==> src/rtl/posit_mul_arbiter.sv <==
// posit_mul_arbiter: round-robin front end that time-shares one fixed-latency
// posit multiplier core between NUM_REQ requesters. One operation is in flight
// at a time; each product is returned with the index of the requester that
// issued it.
// Build option: define POSIT_SPECIAL_BYPASS_EN to answer NaR/zero operand pairs
// directly at accept, without starting the core.
//
// state  | meaning
// -------+-----------------------------------------------------------
// IDLE   | arbitrating; req_ready asserted for the round-robin winner
// ISSUE  | core_start pulse; wait counter loaded with MUL_LAT
// WAIT   | core busy; product captured when the counter reaches 1
// RESP   | response presented, held until resp_ready

module posit_mul_arbiter #(
    parameter int WIDTH   = 32,
    parameter int ES      = 3,
    parameter int NUM_REQ = 4,
    parameter int ID_W    = 2,
    parameter int MUL_LAT = 3
) (
    input  logic                     clk,
    input  logic                     rst,
    input  logic [NUM_REQ-1:0]       req_valid,
    output logic [NUM_REQ-1:0]       req_ready,
    input  logic [NUM_REQ*WIDTH-1:0] req_a,
    input  logic [NUM_REQ*WIDTH-1:0] req_b,
    output logic                     core_start,
    output logic [WIDTH-1:0]         core_a,
    output logic [WIDTH-1:0]         core_b,
    input  logic [WIDTH-1:0]         core_res,
    output logic                     resp_valid,
    input  logic                     resp_ready,
    output logic [ID_W-1:0]          resp_id,
    output logic [WIDTH-1:0]         resp_data,
    output logic                     busy
);

    localparam int CNT_W = $clog2(MUL_LAT + 1);

    // ES only documents the posit format of the attached core; it must still fit in a word.
    if (ES >= WIDTH) begin : g_bad_es
        $error("ES must be smaller than WIDTH");
    end
    if (ID_W != $clog2(NUM_REQ)) begin : g_bad_id_w
        $error("ID_W must equal clog2(NUM_REQ)");
    end

    typedef enum logic [1:0] {
        S_IDLE  = 2'd0,
        S_ISSUE = 2'd1,
        S_WAIT  = 2'd2,
        S_RESP  = 2'd3
    } state_t;

    state_t            state;
    state_t            state_nxt;
    logic [CNT_W-1:0]  wait_cnt;
    logic              wait_tc;
    logic [ID_W-1:0]   rr_ptr;
    logic [ID_W-1:0]   rr_nxt;
    logic [ID_W-1:0]   grant;
    logic              grant_found;
    logic [ID_W-1:0]   tag;
    logic [WIDTH-1:0]  grant_a;
    logic [WIDTH-1:0]  grant_b;
    logic              special_hit;
    logic [WIDTH-1:0]  special_res;

    // Circular priority scan starting at rr_ptr; first valid requester wins.
    always_comb begin
        logic [ID_W:0] idx_ext;
        grant       = '0;
        grant_found = 1'b0;
        idx_ext     = '0;
        for (int k = 0; k < NUM_REQ; k++) begin
            idx_ext = {1'b0, rr_ptr} + (ID_W+1)'(k);
            if (idx_ext >= (ID_W+1)'(NUM_REQ)) begin
                idx_ext = idx_ext - (ID_W+1)'(NUM_REQ);
            end
            if (!grant_found && req_valid[idx_ext[ID_W-1:0]]) begin
                grant       = idx_ext[ID_W-1:0];
                grant_found = 1'b1;
            end
        end
    end

    assign grant_a = req_a[grant*WIDTH +: WIDTH];
    assign grant_b = req_b[grant*WIDTH +: WIDTH];
    assign rr_nxt  = (grant == ID_W'(NUM_REQ - 1)) ? '0 : grant + 1'b1;
    assign wait_tc = (wait_cnt == CNT_W'(1));

`ifdef POSIT_SPECIAL_BYPASS_EN
    localparam logic [WIDTH-1:0] NAR = {1'b1, {(WIDTH-1){1'b0}}};

    // NaR dominates zero; either one makes the core result trivially known.
    always_comb begin
        special_hit = 1'b0;
        special_res = '0;
        if (grant_a == NAR || grant_b == NAR) begin
            special_hit = 1'b1;
            special_res = NAR;
        end else if (grant_a == '0 || grant_b == '0) begin
            special_hit = 1'b1;
            special_res = '0;
        end
    end
`else
    assign special_hit = 1'b0;
    assign special_res = '0;
`endif

    // State register.
    always_ff @(posedge clk) begin
        if (rst) begin
            state <= S_IDLE;
        end else begin
            state <= state_nxt;
        end
    end

    // Next-state decode.
    always_comb begin
        state_nxt = state;
        case (state)
            S_IDLE:  if (grant_found) state_nxt = special_hit ? S_RESP : S_ISSUE;
            S_ISSUE: state_nxt = S_WAIT;
            S_WAIT:  if (wait_tc) state_nxt = S_RESP;
            S_RESP:  if (resp_ready) state_nxt = S_IDLE;
            default: state_nxt = S_IDLE;
        endcase
    end

    // Moore-style outputs; req_ready also masked by rst so nothing is accepted during reset.
    always_comb begin
        req_ready = '0;
        if (state == S_IDLE && grant_found && !rst) begin
            req_ready[grant] = 1'b1;
        end
        core_start = (state == S_ISSUE);
        busy       = (state != S_IDLE);
    end

    // Operand capture, round-robin pointer, wait timer and response registers.
    always_ff @(posedge clk) begin
        if (rst) begin
            rr_ptr     <= '0;
            tag        <= '0;
            core_a     <= '0;
            core_b     <= '0;
            wait_cnt   <= '0;
            resp_valid <= 1'b0;
            resp_id    <= '0;
            resp_data  <= '0;
        end else begin
            case (state)
                S_IDLE: begin
                    if (grant_found) begin
                        core_a <= grant_a;
                        core_b <= grant_b;
                        tag    <= grant;
                        rr_ptr <= rr_nxt;
                        if (special_hit) begin
                            resp_data  <= special_res;
                            resp_id    <= grant;
                            resp_valid <= 1'b1;
                        end
                    end
                end
                S_ISSUE: begin
                    wait_cnt <= CNT_W'(MUL_LAT);
                end
                S_WAIT: begin
                    wait_cnt <= wait_cnt - 1'b1;
                    // Counter at 1 marks the cycle core_res is valid.
                    if (wait_tc) begin
                        resp_data  <= core_res;
                        resp_id    <= tag;
                        resp_valid <= 1'b1;
                    end
                end
                S_RESP: begin
                    if (resp_ready) resp_valid <= 1'b0;
                end
                default: ;
            endcase
        end
    end

endmodule

==> config.mk <==
export PLATFORM = sky130hd
export DESIGN_NAME = posit_mul_arbiter
export DESIGN_NICKNAME = d
export VERILOG_FILES = /design/src/rtl/posit_mul_arbiter.sv
export SDC_FILE = /design/constraint.sdc
export NUM_CORES = 1
export LEC_CHECK = 0
export BUFFER_PORTS_ARGS = -buffer_cell sky130_fd_sc_hd__buf_2
export CAP_MARGIN = 20
export CORE_AREA = 2 2 155 157
export CTS_BUF_LIST = sky130_fd_sc_hd__clkbuf_8
export DETAILED_ROUTE_END_ITERATION = 8
export DIE_AREA = 0 0 157 159
export GPL_TIMING_DRIVEN = 0
export PLACE_DENSITY = 0.57
export SYNTH_ARGS = -nofsm -noshare
export SYNTH_HDL_FRONTEND = slang
export SYNTH_SLANG_ARGS = --single-unit
==> constraint.sdc <==
create_clock -name clk -period 2.27 [get_ports clk]
set_clock_uncertainty 0.05 [all_clocks]
set_input_delay 0.1135 -clock clk [delete_from_list [all_inputs] [get_ports clk]]
set_output_delay 0.1135 -clock clk [all_outputs]
set_load 0.005 [all_outputs]
==> impl_metrics.env, run 1 <==
export IMPL_synth_area_mm2=0.00533
export IMPL_yosysWarnings=0
export IMPL_async_reset_ff_share_pct=0
export IMPL_yosys_area_share_simple_pct=14.7
export IMPL_tool_error="[ERROR RSZ-0060] Max buffer count reached."
export IMPL_dieWidth_um=157
export IMPL_die_y_um=159
export IMPL_syn_area_per_cell_um2=8.95
export IMPL_dp_cells=1312
export IMPL_dp_slack_ps=-220
export IMPL_rows=56
export IMPL_place_hpwl_mm=18.5
export IMPL_start_util_pct=23.0
export IMPL_postCtsSetupRepairBufs=2
export IMPL_synth_seq_area_share_pct=40.2
export IMPL_syn_inst=595
export IMPL_ios=400
export IMPL_synth_adder_area_share_pct=1.88
export IMPL_synth_edff_count=0
export IMPL_ctsHoldBuffers=267
export IMPL_cts_buffers_inserted=9
export IMPL_clkSinkCount=107
export IMPL_cts_max_level=3
export IMPL_haltStage="4_1_cts"
export IMPL_synth_seq_cells=107
export IMPL_root_buffer="clkbuf_8"
export IMPL_gp_congestion=0.837
export IMPL_synth_compound_area_share_pct=24.8
export IMPL_synth_main_ff_cell="dfxtp_1"
export IMPL_status="aborted with a tool error"
export IMPL_syn_nets=898
export IMPL_synth_top_family_by_area="compound AO/OA/AOI/OAI gates"
export IMPL_io_buffers=398
export IMPL_synthDistinctLibCells=33
export IMPL_cts_resized=12
export IMPL_clockBufferDepth=2
export IMPL_muxShareOfSynthArea_pct=12.6
export IMPL_synth_xor_area_share_pct=0
-- cell usage after synthesis, types with 2 or more instances --
| library cell | count | area, um^2 |
|---|---|---|
| ha_1 | 8 | 100 |
| nor2_1 | 11 | 41.3 |
| buf_6 | 3 | 33.8 |
| and2_1 | 4 | 25.0 |
| inv_2 | 2 | 7.51 |
| o211ai_1 | 62 | 465 |
| mux2i_1 | 67 | 671 |
| nand2b_1 | 4 | 25.0 |
| a32oi_1 | 61 | 534 |
| a211oi_1 | 2 | 15.0 |
| nand2_1 | 84 | 315 |
| inv_1 | 7 | 26.3 |
| a21oi_1 | 40 | 200 |
| clkbuf_1 | 26 | 97.6 |
| buf_1 | 2 | 7.51 |
| dfxtp_1 | 107 | 2140 |
| o221ai_1 | 3 | 26.3 |
| nor2_2 | 2 | 12.5 |
| buf_2 | 26 | 130 |
| nand3_1 | 61 | 305 |
-- kinds of logic after synthesis --
kind of cell    Yosys count
compound gates          175
simple gates            171
flops                   107
buf+inv                  67
mux                      67
fa+ha+maj                 8
-- metrics by stage --
| step | cell area (um^2) | util, % |
|---|---|---|
| after floorplan | 5330 | - |
| after global placement | 7720 | 33.3 |
| after detailed placement | 7720 | 33.3 |
==> run 2, diff against run 1 <==
- CTS_BUF_LIST: sky130_fd_sc_hd__clkbuf_8 -> unset
- PLACE_DENSITY: 0.57 -> unset
- PLACE_DENSITY_LB_ADDON: unset -> 0.15
==> run 2 against run 1 <==
Net effect: the run now ends clean; synthesized cell count stayed put; area after synthesis stayed put.
==> impl_metrics.env, run 2 <==
export IMPL_status="complete, no violations"
export IMPL_final_common_cell="buf_2"
export IMPL_seqPwrFrac_pct=32.6
export IMPL_gp_congestion=0.784
export IMPL_end_kind="output port"
export IMPL_power_net_switching_mw=3.71
export IMPL_synth_top_family_by_area="compound AO/OA/AOI/OAI gates"
export IMPL_post_synth_top_area_fraction_pct=40.2
export IMPL_n_fill_cell=2413
export IMPL_fin_crit_ps=2120
export IMPL_maxSlewHeadroom_pct=52.6
export IMPL_timing_max_cap_violations=0
export IMPL_root_buffer="clkbuf_16"
export IMPL_syn_nets=898
export IMPL_required_ps=2110
export IMPL_p_per_area_mw_per_mm2=928
export IMPL_clk_insertion_delay_late_ps=360
export IMPL_yosys_area_share_simple_pct=14.7
export IMPL_synthTopCellsByCount="dfxtp_1, nand2_1, mux2i_1"
export IMPL_num_vias=6878
export IMPL_slew_violations=0
export IMPL_top_regs="core_a x32, core_b x32, resp_data x32"
export IMPL_grt_pass1_vias=6964
export IMPL_start_util_pct=23.0
export IMPL_synth_seq_area_share_pct=40.2
export IMPL_routedWlPerCell_um=17.3
export IMPL_grt_max_degree=22
export IMPL_finalSetupViolCount=0
export IMPL_path_max_fanout=10
export IMPL_rsz0062_at_grt="false"
export IMPL_clockBufferDepth=2
export IMPL_syn_inst=595
export IMPL_syn_area_per_cell_um2=8.95
export IMPL_synth_compound_area_share_pct=24.8
export IMPL_die_y_um=159
export IMPL_clkPwrFrac_pct=18.2
export IMPL_ios=400
export IMPL_crit_buf_inv=4
export IMPL_final_cell_mix="buf_2, dlygate4sd3_1, dfxtp_1"
export IMPL_dieArea_mm2=0.0250
export IMPL_crit_type="register to output port"
export IMPL_synth_edff_count=0
export IMPL_drive_gt1_share_pct=40.0
export IMPL_fin_tns_setup_ps=0
export IMPL_synth_seq_cells=107
export IMPL_synth_adder_area_share_pct=1.88
export IMPL_synth_main_ff_cell="dfxtp_1"
export IMPL_synth_area_top_cells="dfxtp_1, mux2i_1, a32oi_1"
export IMPL_hp_class="primary input to register"
export IMPL_area_growth_pct=83.1
export IMPL_period_share_pct=93.2
export IMPL_final_hold_viol_count=0
export IMPL_cts_max_level=3
export IMPL_cts_tree="yes"
export IMPL_path_clk_slew_ps=80
export IMPL_async_reset_ff_share_pct=0
export IMPL_dieWidth_um=157
export IMPL_min_from="req_b[0]"
export IMPL_synth_area_mm2=0.00533
export IMPL_regArea_mm2=0.00214
export IMPL_wirelength_mm=25.9
export IMPL_crit_chain="inv_1, ha_4, o41ai_4, nor2_2, nand2_1, buf_6, buf_4, nor2_1, buf_2"
export IMPL_io_buffers=398
export IMPL_cp_slowest_stage_delay_ps=340
export IMPL_via_per_inst=4.60
export IMPL_grt_usage_pct=19.7
export IMPL_p_leak_nw=4.37
export IMPL_cts_buffers_inserted=9
export IMPL_worstSetupStartpointType="register"
export IMPL_synth_most_common_cell="dfxtp_1"
export IMPL_synthDistinctLibCells=33
export IMPL_cp_startpoint="state[1]"
export IMPL_power_internal_mw=5.33
export IMPL_clkSinkCount=107
export IMPL_yosysWarnings=0
export IMPL_place_hpwl_mm=19.3
export IMPL_rows=56
export IMPL_fin_util_pct=42.0
export IMPL_total_power_mw=9.04
export IMPL_ant_nets=0
export IMPL_yosys_area_top_type="dfxtp_1"
export IMPL_multi_input_area_mm2=0.00291
export IMPL_muxShareOfSynthArea_pct=12.6
export IMPL_r2r_start="state[1]"
export IMPL_core_area_mm2=0.0232
export IMPL_crit_family="buffers and inverters"
export IMPL_grt_pass1_wl_mm=38.2
export IMPL_route_detailed_drc=0
export IMPL_nNetsFinal=1471
export IMPL_antenna_found_initial=4
export IMPL_critPathArrivalTime_ps=1950
export IMPL_peakVddDrop_mv=0.402
export IMPL_max_slew_worst_pin_slew_ps=711
export IMPL_cpMaxStageDelayCell="dfxtp_1"
export IMPL_p_sw_share_pct=41.0
export IMPL_synth_xor_area_share_pct=0
export IMPL_drtIter0Drc=288
export IMPL_p_comb_share_pct=49.3
export IMPL_firstDrtPassIters=4
export IMPL_fmax_mhz=473
export IMPL_gr_total_overflow=0
==> run 2: timing repair <==
action,4_1_cts,5_1_grt
resized for setup,7,34
endpoints found under the hold margin,94,0
pin swaps,3,1
setup endpoints to repair,69,67
setup buffers,4,0
hold buffers,161,0
==> run 2: power groups by stage <==
stage	clock, mW	sequential [mW]	combinational (mW)
after floorplan	0	3.02	2.19
after global placement	0	2.96	4.18
after detailed placement	0	2.97	4.16
after CTS	1.72	2.93	4.45
after global routing	1.78	3.02	4.87
final	1.65	2.94	4.45
==> run 2: final cells by class <==
type / instances / area share (%)
clock inverter: 7 / 0.821
sequential: 107 / 22.0
timing repair buffer: 563 / 37.3
tap: 319 / 4.09
antenna: 4 / 0.103
inverter: 9 / 0.347
clock buffer: 9 / 2.31
buffer: 57 / 3.25
multi-input combinational: 421 / 29.8
==> run 2: layer usage <==
layer / share of wire (%) / wire length [um] / global-route usage [%] / up-vias
li1: - / - / - / 3407
met1: 42 / 11000 / 23.6 / 3194
met2: 50 / 12800 / 35.1 / 254
met3: 6.5 / 1680 / 4.60 / 23
met4: 1.5 / 378 / 4.80 / 0
met5: 0 / 0 / 0 / -
==> run 2: kinds of logic after synthesis <==
group                    count (synthesis)
buffers and inverters                   67
AND/OR/NAND/NOR                        171
AO/OA/AOI/OAI                          175
multiplexers                            67
adder cells (fa/ha/maj)                  8
flip-flops                             107
==> run 2: worst reg2reg max path, cell delays in order (launching register included) <==
cell and delay, ps:
dfxtp_1 340, inv_1 160, ha_4 180, o41ai_4 100, nor2_2 150, nor4b_4 220
buf_4 180, buf_6 170, clkbuf_4 230, nand3_1 110, o211ai_1 120
==> run 2: metrics by stage <==
stage          hold slack (ps)  setup WS, ps  cells  area (um^2)
2_1_floorplan              199           443    595         5330
3_3_place_gp               304          -250   1312         7720
3_5_place_dp               310          -257   1312         7720
4_1_cts                   1.28          9.07   1492         9680
5_1_grt                   13.7          1.75   1494         9740
6_report                  13.6           154   1496         9750
==> run 2: final timing paths <==
kind	to	slack, ps	cells past startpoint
hold reg to reg	resp_data[26]	400	2
setup reg to reg	core_b[17]	200	10
hold / removal	core_b[0]	10	3
setup / recovery	req_ready[0]	150	9
(Power assumes the default switching activity.)
==> run 3, diff against run 2 <==
- CORE_AREA: 2 2 155 157 -> 2 2 154 156
- DIE_AREA: 0 0 157 159 -> 0 0 156 158
- GPL_ROUTABILITY_DRIVEN: unset -> 0
==> run 3 against run 2 <==
Net effect: count of clock-buffer cells in the layout did not move; routed wire length rose by 1.4%; register-to-register slack got worse by 60 ps; sequential cell count did not move; sequential share of layout area rose by 0.13 points; utilization barely moved; total power rose by 1.3%; first-iteration DRC count rose by 27%; critical path type is now register to register; critical endpoint is now core_b[16]; largest power group unchanged.
==> impl_metrics.env, run 3 (same netlist as run 2, synthesis figures left out) <==
export IMPL_status="complete, no violations"
export IMPL_crit_family="buffers and inverters"
export IMPL_maxSlewHeadroom_pct=61.0
export IMPL_finalSetupViolCount=0
export IMPL_cpMaxStageDelayCell="dfxtp_1"
export IMPL_antenna_found_initial=2
export IMPL_final_cell_mix="buf_2, dlygate4sd3_1, dfxtp_1"
export IMPL_fin_util_pct=42.1
export IMPL_firstDrtPassIters=5
export IMPL_p_sw_share_pct=40.5
export IMPL_drtIter0Drc=366
export IMPL_p_leak_nw=4.36
export IMPL_cts_buffers_inserted=9
export IMPL_die_y_um=158
export IMPL_timing_max_cap_violations=0
export IMPL_ant_nets=0
export IMPL_routedWlPerCell_um=17.9
export IMPL_r2r_start="state[0]"
export IMPL_r2r_cells=10
export IMPL_regArea_mm2=0.00214
export IMPL_num_vias=6982
export IMPL_p_comb_share_pct=49.0
export IMPL_cts_tree="yes"
export IMPL_clockBufferDepth=2
export IMPL_stdcell_count=1463
export IMPL_drive_gt1_share_pct=40.2
export IMPL_place_hpwl_mm=19.4
export IMPL_grt_usage_pct=19.6
export IMPL_peakVddDrop_mv=0.501
export IMPL_final_hold_viol_count=0
export IMPL_cts_max_level=3
export IMPL_ios=400
export IMPL_top_regs="core_a x32, core_b x32, resp_data x32"
export IMPL_period_share_pct=93.7
export IMPL_slew_violations=0
export IMPL_multi_input_area_mm2=0.00292
export IMPL_rsz0062_at_grt="false"
export IMPL_required_ps=2450
export IMPL_grt_pass1_wl_mm=37.1
export IMPL_via_per_inst=4.77
export IMPL_critPathMostFrequentCell="buf_4"
export IMPL_hp_class="primary input to register"
export IMPL_end_kind="register"
export IMPL_power_net_switching_mw=3.71
export IMPL_path_clk_slew_ps=80
export IMPL_cp_startpoint="state[0]"
export IMPL_dp_cells=1283
export IMPL_clk_insertion_delay_late_ps=350
export IMPL_crit_type="register to register"
export IMPL_nNetsFinal=1470
export IMPL_dieArea_mm2=0.0246
export IMPL_gr_total_overflow=0
export IMPL_start_util_pct=23.1
export IMPL_fin_crit_ps=2130
export IMPL_holdPathStages=3
export IMPL_final_common_cell="buf_2"
export IMPL_max_slew_worst_pin_slew_ps=585
export IMPL_worstSetupStartpointType="register"
export IMPL_seqPwrFrac_pct=32.5
export IMPL_cp_depth=10
export IMPL_route_detailed_drc=0
export IMPL_n_fill_cell=2380
export IMPL_clkPwrFrac_pct=18.4
export IMPL_power_internal_mw=5.45
export IMPL_p_per_area_mw_per_mm2=945
export IMPL_path_max_fanout=10
export IMPL_area_growth_pct=82.0
export IMPL_grt_pass1_vias=6719
export IMPL_min_from="req_a[95]"
export IMPL_dieWidth_um=156
export IMPL_crit_buf_inv=4
export IMPL_core_area_mm2=0.0231
export IMPL_grt_max_degree=21
export IMPL_critPathArrivalTime_ps=2310
export IMPL_io_buffers=398
export IMPL_wirelength_mm=26.2
export IMPL_fmax_mhz=470
export IMPL_root_buffer="clkbuf_16"
export IMPL_clkSinkCount=107
export IMPL_crit_chain="inv_2, ha_4, o41ai_4, nor2_4, nor4b_4, buf_4, buf_4, clkbuf_2, a32oi_1, o211ai_1"
export IMPL_rows=56
export IMPL_cp_slowest_stage_delay_ps=410
==> run 3: path summary, 6_finish.rpt <==
path                  end  slack, ps
min            core_a[31]         10
max            core_b[16]        140
min reg2reg  resp_data[8]        400
max reg2reg    core_b[16]        140
==> run 3: power by group through the flow <==
stage                     Combinational (mW)  Clock [mW]  Sequential, mW
final                                   4.49        1.69            2.98
after floorplan                         2.19           0            3.02
after global placement                  4.14           0            2.98
after CTS                               4.41        1.76            2.96
after detailed placement                4.12           0            2.99
after global routing                    4.88        1.83            3.05
==> run 3: repair_timing <==
item / 4_1_cts / 5_1_grt
setup endpoints to repair: 69 / 66
pin swaps: 1 / 3
resized for setup: 10 / 22
setup buffers: 2 / 4
hold buffers: 157 / 0
hold endpoints to repair: 94 / 0
gates cloned: 0 / 1
==> run 3: worst reg2reg max path, cell delays in order (launching register included) <==
cell	delay (ps)
dfxtp_1	410
inv_2	90
ha_4	180
o41ai_4	80
nor2_4	90
nor4b_4	150
buf_4	170
buf_4	140
clkbuf_2	200
a32oi_1	320
o211ai_1	130
==> run 3: cell type report <==
type	instances	share of cell area, %
Buffer	57	3.19
Clock buffer	9	2.32
Tap cell	290	3.74
Timing Repair Buffer	562	37.3
Antenna cell	1	0.0258
Clock inverter	7	0.878
Inverter	9	0.348
Multi-Input combinational cell	421	30.1
Sequential cell	107	22.1
==> run 3: layer usage <==
| layer | share of wire (%) | vias up | global-route usage (%) |
|---|---|---|---|
| li1 | - | 3399 | - |
| met1 | 43 | 3282 | 23.8 |
| met2 | 49 | 258 | 33.9 |
| met3 | 5.4 | 41 | 4.11 |
| met4 | 2.4 | 2 | 7.51 |
| met5 | 0.050 | - | 0 |
==> run 3: metrics by stage <==
step	power (mW)	TNS, ps	instance area (um^2)	setup WS (ps)	hold WS [ps]
2_1_floorplan	5.21	0	5330	443	199
3_3_place_gp	7.13	-6550	7680	-293	307
3_5_place_dp	7.12	-7920	7680	-335	312
4_1_cts	9.13	0	9610	0.705	0.665
5_1_grt	9.76	0	9690	9.51	10.5
6_report	9.16	0	9690	143	13.9
==> run 4, diff against run 3 <==
- ABC_AREA: unset -> 1
- CORE_AREA: 2 2 154 156 -> 5 5 151 153
- REMOVE_ABC_BUFFERS: unset -> 1
==> run 4 against run 3 <==
Net effect: via count increased by 36%; global-route usage increased by 7.3 points; synthesized cell count increased by 110%; final cell count increased by 35%; utilization increased by 10 points; largest cell class is now multi-input gates; design area increased by 15%; total power increased by 85%; register-to-register slack got worse by 90 ps; the flow now finishes with violations (hold timing, setup timing).
==> impl_metrics.env, run 4 <==
export IMPL_grt_pass1_wl_mm=50.6
export IMPL_clk_insertion_delay_late_ps=350
export IMPL_top_regs="core_a x32, core_b x32, resp_data x32"
export IMPL_crit_chain="buf_6, nand2_2, nand2_1, nand2_1, nand2_1, a21oi_4, nand2_8, nand2_8, inv_16, buf_16, ha_4, inv_2, nor2_1, buf_2"
export IMPL_drive_gt1_share_pct=33.5
export IMPL_max_slew_worst_pin_slew_ps=540
export IMPL_period_share_pct=102
export IMPL_peakVddDrop_mv=0.556
export IMPL_synthTopCellsByCount="nand2_1, nand3_1, inv_1"
export IMPL_final_cell_mix="nand2_1, buf_2, nand3_1"
export IMPL_total_power_mw=17.0
export IMPL_start_util_pct=32.9
export IMPL_antenna_found_initial=3
export IMPL_num_vias=9470
export IMPL_end_kind="output port"
export IMPL_wirelength_mm=37.5
export IMPL_drtIter0Drc=616
export IMPL_grt_usage_pct=26.8
export IMPL_clkSinkCount=107
export IMPL_timing_final_ws_setup_ps=-37.0
export IMPL_rows=54
export IMPL_final_hold_viol_count=1
export IMPL_required_ps=2110
export IMPL_root_buffer="clkbuf_16"
export IMPL_synth_seq_cells=107
export IMPL_slew_violations=0
export IMPL_violations="hold timing, setup timing"
export IMPL_dieWidth_um=156
export IMPL_fin_crit_ps=2310
export IMPL_area_growth_pct=58.6
export IMPL_timing_max_cap_violations=0
export IMPL_cts_tree="yes"
export IMPL_gr_total_overflow=0
export IMPL_yosysWarnings=0
export IMPL_grt_max_degree=68
export IMPL_ant_nets=0
export IMPL_core_area_mm2=0.0214
export IMPL_fmax_mhz=433
export IMPL_post_synth_top_area_fraction_pct=30.4
export IMPL_path_max_fanout=8
export IMPL_dieArea_mm2=0.0246
export IMPL_syn_area_per_cell_um2=5.65
export IMPL_status="finished, violations left"
export IMPL_firstDrtPassIters=5
export IMPL_grt_pass1_vias=8690
export IMPL_crit_type="register to output port"
export IMPL_routedWlPerCell_um=19.0
export IMPL_async_reset_ff_share_pct=0
export IMPL_final_common_cell="nand2_1"
export IMPL_path_clk_slew_ps=70
export IMPL_rsz0062_at_grt="true"
export IMPL_cp_slowest_stage_delay_ps=400
export IMPL_synth_area_mm2=0.00704
export IMPL_place_hpwl_mm=19.6
export IMPL_min_from="core_res[21]"
export IMPL_p_per_area_mw_per_mm2=1520
export IMPL_hp_class="primary input to register"
export IMPL_critPathArrivalTime_ps=2140
export IMPL_cts_buffers_inserted=9
export IMPL_synthDistinctLibCells=25
export IMPL_r2r_start="rr_ptr[0]"
export IMPL_maxSlewHeadroom_pct=64.0
export IMPL_route_detailed_drc=0
export IMPL_cts_max_level=3
export IMPL_fin_tns_setup_ps=-97.1
export IMPL_cp_startpoint="rr_ptr[0]"
export IMPL_via_per_inst=4.79
export IMPL_die_y_um=158
export IMPL_yosys_area_top_type="dfxtp_1"
export IMPL_clockBufferDepth=2
export IMPL_n_fill_cell=2221
export IMPL_critPathMostFrequentCell="nand2_1"
export IMPL_worstSetupStartpointType="register"
export IMPL_hold_slack_ps=-1.27
export IMPL_ios=400
export IMPL_io_buffers=399
export IMPL_synth_main_ff_cell="dfxtp_1"
export IMPL_synth_most_common_cell="nand2_1"
export IMPL_nNetsFinal=1994
export IMPL_synth_area_top_cells="dfxtp_1, nand2_1, nand3_1"
export IMPL_cpMaxStageDelayCell="dfxtp_4"
export IMPL_synth_seq_area_share_pct=30.4
export IMPL_p_leak_nw=6.58
export IMPL_synth_edff_count=0
export IMPL_finalSetupViolCount=3
export IMPL_syn_inst=1247
[run 4: cell type report]
type,instances,area (um^2),area share [%]
timing repair inverter,2,12.5,0.112
timing repair buffer,493,3220,28.9
antenna,3,7.51,0.0672
multi-input combinational,926,4520,40.5
clock buffer,13,250,2.24
inverter,152,604,5.41
sequential,107,2150,19.2
clock inverter,3,47.5,0.426
tap,280,350,3.14
[run 4: cells by family (layout without fill, tap and decap cells)]
| group | after synthesis | after routing | share of synthesized area (%) |
|---|---|---|---|
| AOI/OAI and AO/OA | 52 | 52 | 3.73 |
| adders and majority gates | 8 | 8 | 1.42 |
| buffers and inverters | 233 | 663 | 14.6 |
| DFF | 107 | 107 | 30.4 |
| other | 0 | 3 | 0 |
| and+or+nand+nor | 847 | 866 | 49.8 |
[run 4: path summary, 6_finish.rpt]
path,end,slack (ps),depth (start not counted)
worst max-delay path,req_ready[3],-40,14
worst min register to register,tag[1],410,2
worst min-delay path,resp_data[21],-1,3
worst max register to register,core_a[5],50,15
[run 4: repair_timing]
| action | CTS | global route |
|---|---|---|
| hold endpoints to repair | 30 | 0 |
| gates resized for setup | 57 | 73 |
| setup endpoints to repair | 107 | 99 |
| hold buffers | 30 | 0 |
| pin swaps | 16 | 23 |
| buffers inserted | 34 | 12 |
| cloned | 19 | 14 |
[run 4: per-layer routing]
layer / wire, um / global-route usage, %
met5: 13 / 0
met4: 923 / 7.67
met3: 3110 / 5.88
met2: 18400 / 47.7
met1: 15000 / 32.6
[run 4: worst max-delay path: cells and delay by family (launching register included)]
kind	cells	cell delay, ps
and+or+nand+nor	7	530
AOI/OAI and AO/OA	1	240
DFF	1	400
adders and majority gates	1	150
buffers and inverters	5	470
[run 4: power by group]
| part | internal (mW) | switching [mW] | total (mW) |
|---|---|---|---|
| Clock | 0.894 | 0.754 | 1.65 |
| Combinational | 4.63 | 8.06 | 12.7 |
| Sequential | 2.39 | 0.263 | 2.65 |
[run 4: metrics by stage]
stage          utilization, %  cells  cell area [um^2]  setup slack [ps]
2_1_floorplan               -   1166              6580             -2870
3_3_place_gp             41.7   1845              8930             -7420
3_5_place_dp             42.7   1852              9140             -2300
4_1_cts                  49.1   1951             10500             -48.8
5_1_grt                  52.1   1978             11200              -146
6_report                 52.1   1979             11200             -37.0
